==> src/rtl/accel_pkg.sv <==
// accel_pkg: shared types and constants for the accelerometer poll scheduler.
//   state_t  - scheduler FSM states
//   axis_t   - sweep axis index (X=0, Y=1, Z=2)
//   DEF_ADDR_* - default data register addresses of the accelerometer
package accel_pkg;

    typedef enum logic [2:0] {
        S_IDLE,
        S_ISSUE,
        S_WAIT_LO,
        S_WAIT_HI,
        S_CAPTURE
    } state_t;

    typedef enum logic [1:0] {
        AXIS_X = 2'd0,
        AXIS_Y = 2'd1,
        AXIS_Z = 2'd2
    } axis_t;

    localparam logic [7:0] DEF_ADDR_X = 8'h08;
    localparam logic [7:0] DEF_ADDR_Y = 8'h09;
    localparam logic [7:0] DEF_ADDR_Z = 8'h0A;

endpackage

==> src/rtl/accel_tick_gen.sv <==
// accel_tick_gen: free-running period counter for the sweep scheduler.
// Counts 0..PERIOD-1 while enable is high and emits a one-cycle tick on the
// cycle after the wrap. Dropping enable clears the count.
// Ports:
//   ck     - clock (rising edge)
//   rst    - synchronous active-high reset
//   enable - counting enable; low clears the counter
//   tick   - one-cycle pulse once per PERIOD cycles
module accel_tick_gen
    import accel_pkg::*;
#(
    parameter int PERIOD = 100000
) (
    input  logic ck,
    input  logic rst,
    input  logic enable,
    output logic tick
);

    localparam int CW = (PERIOD > 2) ? $clog2(PERIOD) : 1;

    logic [CW-1:0] cnt;

    always_ff @(posedge ck) begin
        if (rst || !enable) begin
            cnt  <= '0;
            tick <= 1'b0;
        end else if (cnt == CW'(PERIOD - 1)) begin
            cnt  <= '0;
            tick <= 1'b1;
        end else begin
            cnt  <= cnt + 1'b1;
            tick <= 1'b0;
        end
    end

endmodule

==> src/rtl/accel_poll_sched.sv <==
// accel_poll_sched: scheduler/arbiter in front of the SPI register-read
// controller. Sweeps the X, Y, Z data registers once per PERIOD and slots
// one-shot host reads in between transactions (host has priority). A sample
// is published only when all three axes of one sweep have been read.
// Optional watchdog: define ACCEL_POLL_TIMEOUT_EN to abort reads that stall
// for TIMEOUT cycles (timeout_err is tied low otherwise).
// Ports:
//   ck, rst                 - clock, synchronous active-high reset
//   enable                  - enables periodic sweeps
//   host_req/host_addr      - host read request (held until host_ack)
//   host_ack/host_data      - host read completion pulse and data
//   rd_start/rd_addr        - start pulse and address to the reader
//   rd_ready/rd_data        - reader idle flag and result
//   x_out/y_out/z_out       - last complete sample
//   sample_valid            - one-cycle pulse when a sample is published
//   overrun                 - sticky: tick arrived with a sweep outstanding
//   busy                    - FSM not in IDLE
//   timeout_err             - sticky: watchdog expired
module accel_poll_sched
    import accel_pkg::*;
#(
    parameter int         PERIOD  = 100000,
    parameter logic [7:0] ADDR_X  = DEF_ADDR_X,
    parameter logic [7:0] ADDR_Y  = DEF_ADDR_Y,
    parameter logic [7:0] ADDR_Z  = DEF_ADDR_Z,
    parameter int         TIMEOUT = 1024
) (
    input  logic       ck,
    input  logic       rst,
    input  logic       enable,
    input  logic       host_req,
    input  logic [7:0] host_addr,
    output logic       host_ack,
    output logic [7:0] host_data,
    output logic       rd_start,
    output logic [7:0] rd_addr,
    input  logic       rd_ready,
    input  logic [7:0] rd_data,
    output logic [7:0] x_out,
    output logic [7:0] y_out,
    output logic [7:0] z_out,
    output logic       sample_valid,
    output logic       overrun,
    output logic       busy,
    output logic       timeout_err
);

    if (PERIOD < 2) begin : g_period_chk
        $error("accel_poll_sched: PERIOD must be >= 2");
    end
    if (TIMEOUT < 1) begin : g_timeout_chk
        $error("accel_poll_sched: TIMEOUT must be >= 1");
    end

    state_t     state;
    axis_t      axis;        // next (or in-flight) sweep axis
    logic       cur_host;    // in-flight transaction belongs to the host
    logic       sweep_pend;  // a sweep is pending or partially done
    logic       drop;        // in-flight sweep result must be discarded
    logic       tick;
    logic       tick_en;
    logic       sweep_cap;
    logic [7:0] x_sh;
    logic [7:0] y_sh;

    function automatic logic [7:0] axis_addr(input axis_t a);
        case (a)
            AXIS_X:  return ADDR_X;
            AXIS_Y:  return ADDR_Y;
            default: return ADDR_Z;
        endcase
    endfunction

    accel_tick_gen #(.PERIOD(PERIOD)) u_tick (
        .ck     (ck),
        .rst    (rst),
        .enable (enable),
        .tick   (tick)
    );

    // The tick is registered, so gate it in the cycle enable falls.
    assign tick_en   = tick && enable;
    assign busy      = (state != S_IDLE);
    assign sweep_cap = (state == S_WAIT_HI) && rd_ready && !cur_host && !drop;

`ifdef ACCEL_POLL_TIMEOUT_EN
    localparam int WDW = $clog2(TIMEOUT + 1);
    logic [WDW-1:0] wd;
    logic           wd_expired;
    assign wd_expired = (wd == WDW'(TIMEOUT - 1));
`else
    assign timeout_err = 1'b0;
`endif

    // X and Y are parked here until Z arrives; Z goes straight to z_out.
    always_ff @(posedge ck) begin
        if (sweep_cap && axis == AXIS_X) x_sh <= rd_data;
        if (sweep_cap && axis == AXIS_Y) y_sh <= rd_data;
    end

    always_ff @(posedge ck) begin
        if (rst) begin
            state        <= S_IDLE;
            axis         <= AXIS_X;
            cur_host     <= 1'b0;
            sweep_pend   <= 1'b0;
            drop         <= 1'b0;
            rd_start     <= 1'b0;
            rd_addr      <= '0;
            host_ack     <= 1'b0;
            host_data    <= '0;
            sample_valid <= 1'b0;
            x_out        <= '0;
            y_out        <= '0;
            z_out        <= '0;
            overrun      <= 1'b0;
`ifdef ACCEL_POLL_TIMEOUT_EN
            timeout_err  <= 1'b0;
            wd           <= '0;
`endif
        end else begin
            rd_start     <= 1'b0;
            host_ack     <= 1'b0;
            sample_valid <= 1'b0;

            case (state)
                S_IDLE: begin
                    if (rd_ready) begin
                        if (host_req) begin
                            cur_host <= 1'b1;
                            rd_addr  <= host_addr;
                            rd_start <= 1'b1;
                            state    <= S_ISSUE;
                        end else if (sweep_pend) begin
                            cur_host <= 1'b0;
                            rd_addr  <= axis_addr(axis);
                            drop     <= 1'b0;
                            rd_start <= 1'b1;
                            state    <= S_ISSUE;
                        end
                    end
                end
                S_ISSUE: state <= S_WAIT_LO;
                S_WAIT_LO: begin
                    if (!rd_ready) state <= S_WAIT_HI;
                end
                S_WAIT_HI: begin
                    // Capture results here so host_ack/sample_valid are
                    // registered and visible during the CAPTURE cycle.
                    if (rd_ready) begin
                        state <= S_CAPTURE;
                        if (cur_host) begin
                            host_data <= rd_data;
                            host_ack  <= 1'b1;
                        end else if (!drop) begin
                            case (axis)
                                AXIS_X: axis <= AXIS_Y;
                                AXIS_Y: axis <= AXIS_Z;
                                default: begin
                                    x_out        <= x_sh;
                                    y_out        <= y_sh;
                                    z_out        <= rd_data;
                                    sample_valid <= 1'b1;
                                    sweep_pend   <= 1'b0;
                                    axis         <= AXIS_X;
                                end
                            endcase
                        end
                    end
                end
                S_CAPTURE: state <= S_IDLE;
                default:   state <= S_IDLE;
            endcase

`ifdef ACCEL_POLL_TIMEOUT_EN
            if (state == S_ISSUE) begin
                wd <= '0;
            end else if (state == S_WAIT_LO || state == S_WAIT_HI) begin
                wd <= wd + 1'b1;
                // A completion in the expiry cycle still wins.
                if (wd_expired && !(state == S_WAIT_HI && rd_ready)) begin
                    state       <= S_IDLE;
                    timeout_err <= 1'b1;
                    if (!cur_host) begin
                        sweep_pend <= 1'b0;
                        axis       <= AXIS_X;
                    end
                end
            end
`endif

            if (tick_en) begin
                if (sweep_pend) begin
                    overrun <= 1'b1;
                end else begin
                    sweep_pend <= 1'b1;
                    axis       <= AXIS_X;
                end
            end

            // Disabling kills the sweep; any in-flight sweep read finishes
            // on the bus but its data is thrown away.
            if (!enable) begin
                sweep_pend <= 1'b0;
                axis       <= AXIS_X;
                drop       <= 1'b1;
            end
        end
    end

endmodule

==> config.mk <==
export PLATFORM = sky130hd
export DESIGN_NAME = accel_poll_sched
export DESIGN_NICKNAME = d
export VERILOG_FILES = /design/src/rtl/accel_pkg.sv /design/src/rtl/accel_tick_gen.sv /design/src/rtl/accel_poll_sched.sv
export SDC_FILE = /design/constraint.sdc
export NUM_CORES = 1
export LEC_CHECK = 0
export ABC_AREA = 1
export CORE_UTILIZATION = 30
export CTS_CLUSTER_SIZE = 40
export DETAILED_ROUTE_END_ITERATION = 10
export PLACE_DENSITY_LB_ADDON = 0.1
export SETUP_SLACK_MARGIN = 0.3
export SLEW_MARGIN = 20
export SYNTH_ARGS = -nofsm -noshare
export SYNTH_HDL_FRONTEND = slang
export SYNTH_SLANG_ARGS = --single-unit
==> constraint.sdc <==
create_clock -name ck -period 1.8 [get_ports ck]
set_input_delay 0.36 -clock ck [delete_from_list [all_inputs] [get_ports ck]]
set_output_delay 0.36 -clock ck [all_outputs]
set_load 0.005 [all_outputs]
==> results of run 1 <==
## cell families after synthesis
family	after synthesis	share of synthesized area
buf+inv	41	0.0594
simple gates	192	0.245
xor+xnor	7	0.0187
other cells	1	0.00114
compound gates	62	0.0994
fa+ha+maj	1	0.00381
flops	86	0.573
## cell type report
| class | instances | area, um2 | area share |
|---|---|---|---|
| repair inverters | 1 | 8.76 | 0.00192 |
| well taps | 136 | 170 | 0.0372 |
| clock inverters | 6 | 96.3 | 0.0211 |
| multi-input cells | 266 | 1300 | 0.285 |
| repair buffers | 84 | 782 | 0.171 |
| flip-flops and latches | 86 | 1930 | 0.423 |
| inverters | 30 | 129 | 0.0282 |
| clock buffers | 10 | 149 | 0.0326 |
## worst register-to-register path, cell delays in order (launching register included)
cell	delay [ps]
dfxtp_4	370
buf_6	120
inv_4	50
nand3_4	80
nor2_4	160
nand4_1	150
inv_2	100
buf_12	120
## cells in the final DEF, fill, tap and decap left out, types with 3 or more instances in the layout
| master | Yosys | routed |
|---|---|---|
| nand3_1 | 11 | 10 |
| o21ai_0 | 20 | 16 |
| xor2_1 | 4 | 4 |
| o21ai_1 | 20 | 21 |
| nand2_1 | 49 | 48 |
| o21ai_2 | 0 | 3 |
| dlygate4sd2_1 | 0 | 44 |
| dfxtp_1 | 70 | 34 |
| buf_4 | 3 | 15 |
| inv_1 | 25 | 22 |
| inv_6 | 0 | 3 |
| nand2_2 | 5 | 6 |
| a21oi_1 | 16 | 15 |
| clkbuf_8 | 0 | 9 |
| clkdlybuf4s50_1 | 0 | 19 |
| inv_2 | 3 | 5 |
| edfxtp_1 | 16 | 16 |
| buf_12 | 0 | 3 |
| nor2_1 | 113 | 112 |
| nor2_2 | 3 | 3 |
| dfxtp_2 | 0 | 33 |
| xnor2_1 | 3 | 3 |
| nand2_4 | 1 | 3 |
| nand4_1 | 4 | 4 |
| nor2_4 | 2 | 3 |
| dfxtp_4 | 0 | 3 |
## report_power, final
| part | switching (mW) | internal, mW |
|---|---|---|
| Clock | 0.754 | 0.886 |
| Sequential | 0.0308 | 1.99 |
| Combinational | 0.146 | 0.142 |
## metal layers
metal	routed length, um	track usage	vias to the layer above
li1	-	-	1437
met1	4070	0.200	1281
met2	3730	0.218	44
met3	312	0.0286	10
met4	136	0.0626	0
met5	0	0	-
## worst paths after layout
check | startpoint | to | slack, ps | depth (start not counted)
setup / recovery | state[2] | busy | 330 | 3
hold / removal | overrun | overrun | 460 | 2
setup reg to reg | state[2] | y_sh[2] | 370 | 7
hold reg to reg | overrun | overrun | 460 | 2
## through the flow
step                power (mW)  setup TNS (ps)  worst slack (ps)
floorplan                 2.18               0               520
global placement          2.33            -925             -44.4
detailed placement        2.33            -926             -44.4
CTS                       3.96               0               217
global route              4.12               0               282
finish                    3.95               0               327
## state kept, by name, summed over array words and instances (netlist names), 2 cells and up
name / flops
axis: 2
host_data: 8
rd_addr: 8
state: 3
u_tick.cnt: 17
x_out: 8
x_sh: 8
y_out: 8
y_sh: 8
z_out: 8
## timing repair
| action | in CTS | in global routing |
|---|---|---|
| setup buffers | 1 | 7 |
| endpoints found under the hold margin | 0 | 0 |
| endpoints found under the setup margin | 61 | 56 |
| pin swaps | 1 | 6 |
| cloned | 1 | 3 |
| gates resized for setup | 86 | 26 |
==> flow_summary.ini, run 1 <==
[synth]
synth_commonest_cells = 113 x nor2_1, 70 x dfxtp_1, 49 x nand2_1
synth_top_cells_by_area = dfxtp_1 43%, edfxtp_1 15%, nor2_1 13%
synth_fp_nets = 412
ys_types = 35
synthArstFlopShare = 0
yosysTopAreaCell = dfxtp_1
netlist_area_um2 = 3290
synth_edf_count = 16
yosys.cell_count.top_type = nor2_1
syn_area_per_cell_um2 = 8.43
synth_cells = 390
yosys_warnings = 0
synth_ff_type = dfxtp_1
ys_seq_area_frac = 0.573
ys_seq_elements = 86
synth_top_area_share = 0.426

[layout]
postLayoutCellArea_um2 = 4570
nets = 500
final_util = 0.437
num_antenna_cells = 0
syn2layout_area_growth_pct = 39.1
final_layout_size_suffix_gt1_frac = 0.213
fill_cells = 1103
fin_cells = 619

[global_routing]
grt_pass1_wl_um = 12800
grt_usage = 0.145
antenna_found_initial = 0
grt-ovfl-total = 0
grt_max_degree = 33
grt_pass1_vias = 2588

[route]
drt.antenna.violating_nets = 0
wl_um = 8250
vias_per_cell = 4.48
drt_iter0_markers = 65
drc = 0
drt_first_pass_iters = 4
num_vias = 2772
avgRoutedWirePerCell_um = 13.3

[timing]
period_share = 0.818
rsz0062_at_grt = yes
setup_viol = 0
fmax_mhz = 679
finalHoldViolCount = 0
clock_skew_ps = 12.4
fin_crit_ps = 1470
holdWs_ps = 456
final_max_slew_viol_count = 0

[setup_path]
worstPathArrival_ps = 1110
cp_top_family = flip-flops
worst-path-buf-inv = 1
crit_path_end_kind = output pin
path_cells = nor2_4, nand2_2, clkdlybuf4s15_1
crit_slowest_cell = dfxtp_4
path_class = flop to output pin
max_stage_delay_ps = 370
critical_path_required_ps = 1440
start_kind = flop
path_max_fanout = 3

[cts]
cts_tree = done
postCtsHoldBufs = 0
cts_num_sinks = 86
numCtsBuffers = 9
cts_max_level = 3
cts-root-buf = clkbuf_8
cts.clk_slew.worst_paths_ps = 100
cts_buffer_depth = 2
worstSkewPairLatency_ps = 360

[placement]
placed_cells = 591
port_buffers = 65
place_area_um2 = 4150
gp_congestion = 0.740
dp_hpwl_um = 5280

[power]
leakagePower_nw = 1.84
power_per_cell_area_nw_per_um2 = 864
max-vdd-ir-drop_mv = 0.381

[die]
initial_utilization = 0.314
die_h_um = 107
die_area_um2 = 11400
io_pins = 67
rows = 37
die_x_um = 107
core_area_um2 = 10500

[run_status]
status = completed

[min_path]
hold_path_class = flop to flop

[run]
drv_cap = 0
No activity file was read; power rests on OpenSTA's default activity.
==> inputs of run 2 (changes only) <==
- clock period: 1.8 -> 1.32 ns (I/O delays scaled with it)
==> run 2 against run 1 <==
Effect of this change: combinational power increased by 90%; non-clock buffer count grew 13; clock skew grew 3.7 ps; sequential power increased by 37%; cell count increased by 2.7%; routed wire length increased by 2.6%; clock power rose by 21%; register-to-register slack got worse by 370 ps; critical path depth is 6 higher; sequential share of layout area is 2.7 points lower.
==> flow_summary.ini, run 2 (synthesized netlist as in run 1, its figures left out) <==
[setup_path]
reg2regPathDepth = 9
worstPathArrival_ps = 1570
start_kind = flop
r2r_end = host_data[1]
r2r-start = state[2]
path_class = flop to flop
critical_path_required_ps = 1570
path_max_fanout = 10
rrSetupSlack_ps = 4
crit_path_end_kind = flop

[layout]
multi_input_area_um2 = 1620
final_layout_size_suffix_gt1_frac = 0.470
regArea_um2 = 1960
final_util = 0.473
layout_commonest_cell = nor2_1
layout_common_cells = 96 x nor2_1, 53 x dfxtp_2, 43 x nand2_1, 29 x buf_2, 26 x buf_4
top_register = u_tick.cnt
postLayoutCellArea_um2 = 4950
nets = 517
fill_cells = 1056
syn2layout_area_growth_pct = 50.6
largest_reg_flops = 17
num_antenna_cells = 0

[cts]
cts_tree = done
worstSkewPairLatency_ps = 360
numCtsBuffers = 9
cts_num_sinks = 86
cts.clk_slew.worst_paths_ps = 100
cts_buffer_depth = 2
cts-root-buf = clkbuf_8
cts_max_level = 3
postCtsHoldBufs = 0

[route]
drc = 0
avgRoutedWirePerCell_um = 13.3
drt_iter0_markers = 111
drt_first_pass_iters = 4
vias_per_cell = 4.53
drt.antenna.violating_nets = 0
wl_um = 8470
num_vias = 2880

[die]
die_area_um2 = 11400
rows = 37
io_pins = 67
initial_utilization = 0.314
core_area_um2 = 10500
die_h_um = 107
die_x_um = 107

[placement]
place_area_um2 = 4260
gp_congestion = 0.786
dp_hpwl_um = 5350
port_buffers = 65

[min_path]
hold-path-endpoint = u_tick.cnt[0]
hold_path_class = flop to flop
holdPathStages = 1
min_from = u_tick.cnt[0]

[timing]
period_share = 0.997
final_max_slew_viol_count = 0
setup_viol = 0
fmax_mhz = 760
finalHoldViolCount = 0
clock_skew_ps = 16.0
rsz0062_at_grt = yes
fin_crit_ps = 1320

[global_routing]
grt-ovfl-total = 0
grt_usage = 0.158
antenna_found_initial = 0
grt_max_degree = 39
grt_pass1_vias = 2750
grt_pass1_wl_um = 13900

[run]
drv_cap = 0

[power]
power_per_cell_area_nw_per_um2 = 1070
leakagePower_nw = 1.90
max-vdd-ir-drop_mv = 0.595

[run_status]
status = completed
==> run 2: what timing repair did <==
item	CTS	global route
gates cloned	8	0
resized for setup	281	65
setup buffers	10	3
pin swaps	11	15
setup endpoints to repair	128	127
==> run 2: through the flow <==
stage	setup WS (ps)	hold WS, ps	setup TNS (ps)	cells	power, mW
final	3.60	444	0	636	5.29
after global routing	-104	457	-2290	636	5.53
after CTS	28.1	421	0	633	5.26
after detailed placement	-416	439	-23190	599	3.21
after global placement	-398	430	-22910	599	3.21
after floorplan	138	333	0	390	2.99
==> run 2: final cells by class <==
cell class              count  area share
flip-flops and latches     86       0.396
multi-input cells         268       0.328
repair buffers             97       0.161
well taps                 136      0.0344
inverters                  30      0.0303
clock buffers               9      0.0250
clock inverters             7      0.0174
repair inverters            3     0.00834
==> run 2: power by group <==
part	switching [mW]	internal, mW	leakage [nW]	total (mW)
logic	0.287	0.260	1.05	0.547
clock network	1.06	0.922	0.105	1.98
registers	0.0476	2.72	0.738	2.77
==> run 2: metal layers <==
layer	wire length, um	track usage
met5	0	0
met4	85	0.0499
met3	313	0.0438
met2	4000	0.256
met1	4070	0.204
==> run 2: critical path: stages (launching register included) <==
cell,delay [ps]
dfxtp_2,380
inv_2,50
nand3_4,100
nor2_4,50
buf_4,140
buf_6,120
nand2_8,100
clkinv_4,100
nor2_1,100
nor2_1,50
==> run 2: worst max-delay path by stage <==
stage	from	end	slack, ps
2_1_floorplan	state[2]	x_sh[0]	140
3_3_place_gp	rd_ready	x_out[4]	-400
3_5_place_dp	rd_ready	z_out[4]	-420
4_1_cts	state[0]	busy	30
5_1_grt	state[2]	x_sh[2]	-100
6_report	state[2]	host_data[1]	4
==> patch 1, RTL diff (settings of run 2) <==
`PERIOD` is set to 100000 in 2 places; all go to 200000.
--- a/src/rtl/accel_tick_gen.sv
+++ b/src/rtl/accel_tick_gen.sv
@@ -9,7 +9,7 @@
 module accel_tick_gen
     import accel_pkg::*;
 #(
-    parameter int PERIOD = 100000
+    parameter int PERIOD = 200000
 ) (
     input  logic ck,
     input  logic rst,
--- a/src/rtl/accel_poll_sched.sv
+++ b/src/rtl/accel_poll_sched.sv
@@ -19,7 +19,7 @@
 module accel_poll_sched
     import accel_pkg::*;
 #(
-    parameter int         PERIOD  = 100000,
+    parameter int         PERIOD  = 200000,
     parameter logic [7:0] ADDR_X  = DEF_ADDR_X,
     parameter logic [7:0] ADDR_Y  = DEF_ADDR_Y,
     parameter logic [7:0] ADDR_Z  = DEF_ADDR_Z,
Check against the original RTL: same outputs for any inputs over 4 cycles, from zero or initial values and one cycle with rst high; that may be too few to reach the edited logic, so the function may still have changed.
==> patch 1 against run 2 <==
- the run now ends with setup timing left
- core utilization is 2.3 points higher
- combinational power is 58% higher
- highest routed layer unchanged
- synthesized area is 1.3% higher
- sequential share of layout area is 2.9 points lower
- via count is 4.6% higher
- design area is 8.7% higher
- maximum frequency is 3.5% lower
- count of clock-buffer cells in the layout stayed put
- wire length is 2.0% higher
- power is 5.7% higher
- worst setup slack worse by 0.047 ns
- sequential cell count is 1 higher
==> patch 1: results (changes against run 2) <==
detailed_routing:
  viasPerCell: 4.469  # -1.3%
  wirelength_um: 8639  # +2.0%
  drt_iter0_drc: 100  # -9.9%
outcome:
  status: "finished, violations left"
  violations: "setup timing"
min_path:
  holdCritPathClass: "input pin to register"
grt:
  grt_pass1_wl_um: 13890  # +0.14%
  grt_max_degree: 36  # -7.7%
  first_global_vias: 2861  # +4.0%
  grt.total_usage_pct: 15.68  # -0.15 points
pwr:
  power_switching_share_pct: 26.68  # +0.36 points
  ir_drop_v: 0.0006035  # +1.4%
  p_leak_uw: 0.002056  # +8.4%
yosys:
  synthDistinctLibCells: 28  # -20%
  synth-seq-area-share_pct: 57.14  # -0.11 points
  synthAdderAreaFrac_pct: 0.3759  # -0.0047 points
  synth_compound_area_share_pct: 9.211  # -0.72 points
  synth.area.top_cells: "dfxtp_1 43%, edfxtp_1 14%, nor2_1 13%"
  synth-xor-area-share_pct: 1.579  # -0.29 points
  synthTopCellsByCount: "117 x nor2_1, 71 x dfxtp_1, 58 x nand2_1"
  syn_nets: 429  # +4.1%
  synth_edf_count: 16  # unchanged
placed_design:
  dpl-instance-area_um2: 4369  # +2.6%
  dp_hpwl_um: 5536  # +3.4%
finish:
  largest_reg_flops: 18  # +1
  drive_gt1_share_pct: 50.19  # +3.2 points
  nNetsFinal: 551  # +6.6%
sta:
  setup_ws_ns: -0.04348  # -0.04708 ns
  setup_viol: 47  # +47
  finalClockSkew_ns: 0.01803  # +0.002014 ns
clock_tree:
  cts_buffers: 9  # unchanged
worst_setup_path:
  cp_max_fo: 12  # +2
  cp_data_arrival_time_ns: 1.65  # +0.08 ns
==> patch 1: repair_timing <==
action                                 4_1_cts  5_1_grt
setup endpoints to repair                  130      131
pin swaps                                   18       20
endpoints found under the hold margin        0        0
cloned                                       3        2
gates resized for setup                    316       84
buffers inserted                            14       12
==> patch 1: worst paths after layout <==
| path | start | end | cells after the start |
|---|---|---|---|
| max reg2reg | state[2] | x_out[3] | 8 |
| min reg2reg | rd_addr[7] | rd_addr[7] | 2 |
| max | state[2] | x_out[3] | 8 |
| min | rd_ready | state[1] | 4 |
==> patch 1: cells by family after synthesis <==
| family | Yosys count |
|---|---|
| buf+inv | 45 |
| simple gates | 206 |
| xor+xnor | 6 |
| other cells | 1 |
| fa+ha+maj | 1 |
| compound gates | 61 |
| flops | 87 |
==> patch 1: power groups by stage <==
stage                     clock network (uW)  registers [uW]  logic (uW)
after global routing                    2080            2840         938
final                                   1910            2820         862
after detailed placement                   0            2870         540
after floorplan                            0            2860         237
after CTS                               1990            2820         683
after global placement                     0            2860         539
==> patch 1: layout make-up <==
cell class	instances	area [um^2]
clock buffers	9	123.9
well taps	140	175.2
clock inverters	7	78.83
fillers	1048	5463
multi-input cells	276	1659
flip-flops and latches	87	1972
repair buffers	119	1184
inverters	35	176.4
repair inverters	1	8.758
==> patch 1: per-stage QoR <==
step           instances  setup TNS, ns  hold slack, ns  worst slack [ns]  power, uW
3_5_place_dp         627         -23.24          0.4485           -0.3859       3406
3_3_place_gp         627         -22.52          0.4490           -0.3921       3404
4_1_cts              660        -0.2267          0.3491          -0.02762       5490
6_report             674         -1.107          0.3656          -0.04348       5597
2_1_floorplan        407              0          0.3331            0.1415       3101
5_1_grt              674         -7.642          0.3713           -0.1708       5855
==> patch 1: worst max-delay path, stage by stage (launching register included) <==
cell,delay [ns]
dfxtp_2,0.33
inv_2,0.07
nand3_4,0.08
nor2_4,0.19
nand3_4,0.18
buf_4,0.20
inv_6,0.10
nor2_1,0.05
nor2_1,0.09
==> patch 1: layer usage <==
layer  wire, um  share of wire, %  up-vias  track usage [%]
met2       4037                47       65            25.12
met4        121               1.4        0            6.164
met3        337               3.9       11            3.087
li1           -                 -     1548                -
met5          0                 0        -                0
met1       4142                48     1388            20.75
==> patch 2, RTL diff (config.mk and constraints of run 2) <==
Made on the original files. Register the output `overrun` once more, without a reset; this adds one clock of latency there. The other outputs are not delayed to match.
--- a/src/rtl/accel_poll_sched.sv
+++ b/src/rtl/accel_poll_sched.sv
@@ -45,6 +45,8 @@
     output logic       timeout_err
 );
 
+    logic overrun_s0;
+
     if (PERIOD < 2) begin : g_period_chk
         $error("accel_poll_sched: PERIOD must be >= 2");
     end
@@ -113,7 +115,7 @@
             x_out        <= '0;
             y_out        <= '0;
             z_out        <= '0;
-            overrun      <= 1'b0;
+            overrun_s0   <= 1'b0;
 `ifdef ACCEL_POLL_TIMEOUT_EN
             timeout_err  <= 1'b0;
             wd           <= '0;
@@ -191,7 +193,7 @@
 
             if (tick_en) begin
                 if (sweep_pend) begin
-                    overrun <= 1'b1;
+                    overrun_s0 <= 1'b1;
                 end else begin
                     sweep_pend <= 1'b1;
                     axis       <= AXIS_X;
@@ -208,5 +210,9 @@
         end
     end
 
+    always_ff @(posedge ck) begin
+        overrun <= overrun_s0;
+    end
+
 endmodule
 
Behaviour: no difference found for any inputs over 4 cycles, from zero or initial values and one cycle with rst high; that may be too few to reach the edited logic, so the function may still have changed.
==> patch 2 against run 2 <==
- combinational power up 27%
- maximum frequency fell by 1.5%
- global-route usage grew 0.70 points
- wire length rose by 8.4%
- power rose by 2.0%
- sequential cell count rose by 1
- count of clock-buffer cells in the layout up 3
- critical path type unchanged
- first-iteration DRC count is 17% lower
- synthesized area is 0.61% higher
- the flow now finishes with violations (setup timing)
- design area is 12% higher
- worst setup slack got worse by 0.020 ns
- largest power group unchanged
==> patch 2: results (changes against run 2) <==
pwr:
  powerComb_uw: 694  # +27%
  p_per_area_nw_per_um2: 976.8  # -8.7%
  ir_drop_v: 0.0004218  # -29%
  p_leak_uw: 0.002116  # +12%
  clock_power_uw: 1920  # -3%
  power_switching_uw: 1371  # -1.6%
yosys:
  synth_cells: 391  # +0.26%
  syn_nets: 413  # +0.24%
  synth.area.top_cells: "dfxtp_1 43%, edfxtp_1 15%, nor2_1 13%"
  synth-seq-area-share_pct: 57.51  # +0.26 points
  synthTopCellsByCount: "113 x nor2_1, 71 x dfxtp_1, 49 x nand2_1"
placed_design:
  dpl-instance-area_um2: 4285  # +0.59%
  place_ws_ns: -0.4064  # +0.009934 ns
  globalplace.congestion: 0.7425  # -5.5%
  dp_hpwl_um: 5490  # +2.5%
detailed_routing:
  drt-met1-wl_um: 4226  # +3.8%
  vias: 3018  # +4.8%
  wirelength_um: 9180  # +8.4%
  wl_met3_um: 226  # -28%
  drt_iter0_drc: 92  # -17%
  route.met2.wl_um: 4614  # +15%
outcome:
  status: "finished, violations left"
  violations: "setup timing"
sta:
  setup_ws_ns: -0.01625  # -0.01985 ns
  finalClockSkew_ns: 0.01385  # -0.002168 ns
  setup-tns-final_ns: -0.01625  # -0.01625 ns
  setup_viol: 1  # +1
finish:
  drive_gt1_share_pct: 57.47  # +10 points
  nNetsFinal: 539  # +4.3%
  layoutNonFillerInstCount: 658  # +3.5%
grt:
  first_global_vias: 2857  # +3.9%
  grt_util_met1_pct: 20.95  # +0.53 points
  grt_max_degree: 28  # -28%
  antenna_found_initial: 0  # unchanged
  grt.total_usage_pct: 16.53  # +0.70 points
  grt_pass1_wl_um: 14360  # +3.5%
  use_met3_pct: 2.796  # -1.6 points
  grtUsageMet2_pct: 27.83  # +2.2 points
clock_tree:
  post-cts-setup-buffers: 15  # +5
  post_cts_resize_count: 332  # +18%
  clockBufferDepth: 2  # unchanged
min_path:
  holdCritPathClass: "input pin to register"
worst_setup_path:
  cp_max_fo: 7  # -3
  cpPeakStageDelay_ns: 0.36  # -0.02 ns
  slowest_stage: "dfxtp_4"
[patch 2: path summary, 6_finish.rpt]
path	start	to	slack, ns	depth (start not counted)
worst max-delay path	state[1]	z_out[6]	-0.02	8
worst min-delay path	rst	sample_valid	0.35	3
worst max register to register	state[1]	z_out[6]	-0.02	8
worst min register to register	overrun_s0	overrun	0.35	0
[patch 2: area by class of cell]
type	instances	area [um^2]
Timing Repair inverter	3	48.80
Clock inverter	4	33.78
Tap cell	136	170.2
Clock buffer	12	177.7
Timing Repair Buffer	117	1031
Fill cell	984	4981
Inverter	30	168.9
Multi-Input combinational cell	269	1913
Sequential cell	87	1984
[patch 2: cell families after synthesis]
group / after synthesis / synth area share [%]
buf+inv: 41 / 5.902
fa+ha+maj: 1 / 0.3783
simple gates: 192 / 24.37
flops: 87 / 57.51
compound gates: 62 / 9.876
other cells: 1 / 0.1134
xor+xnor: 7 / 1.854
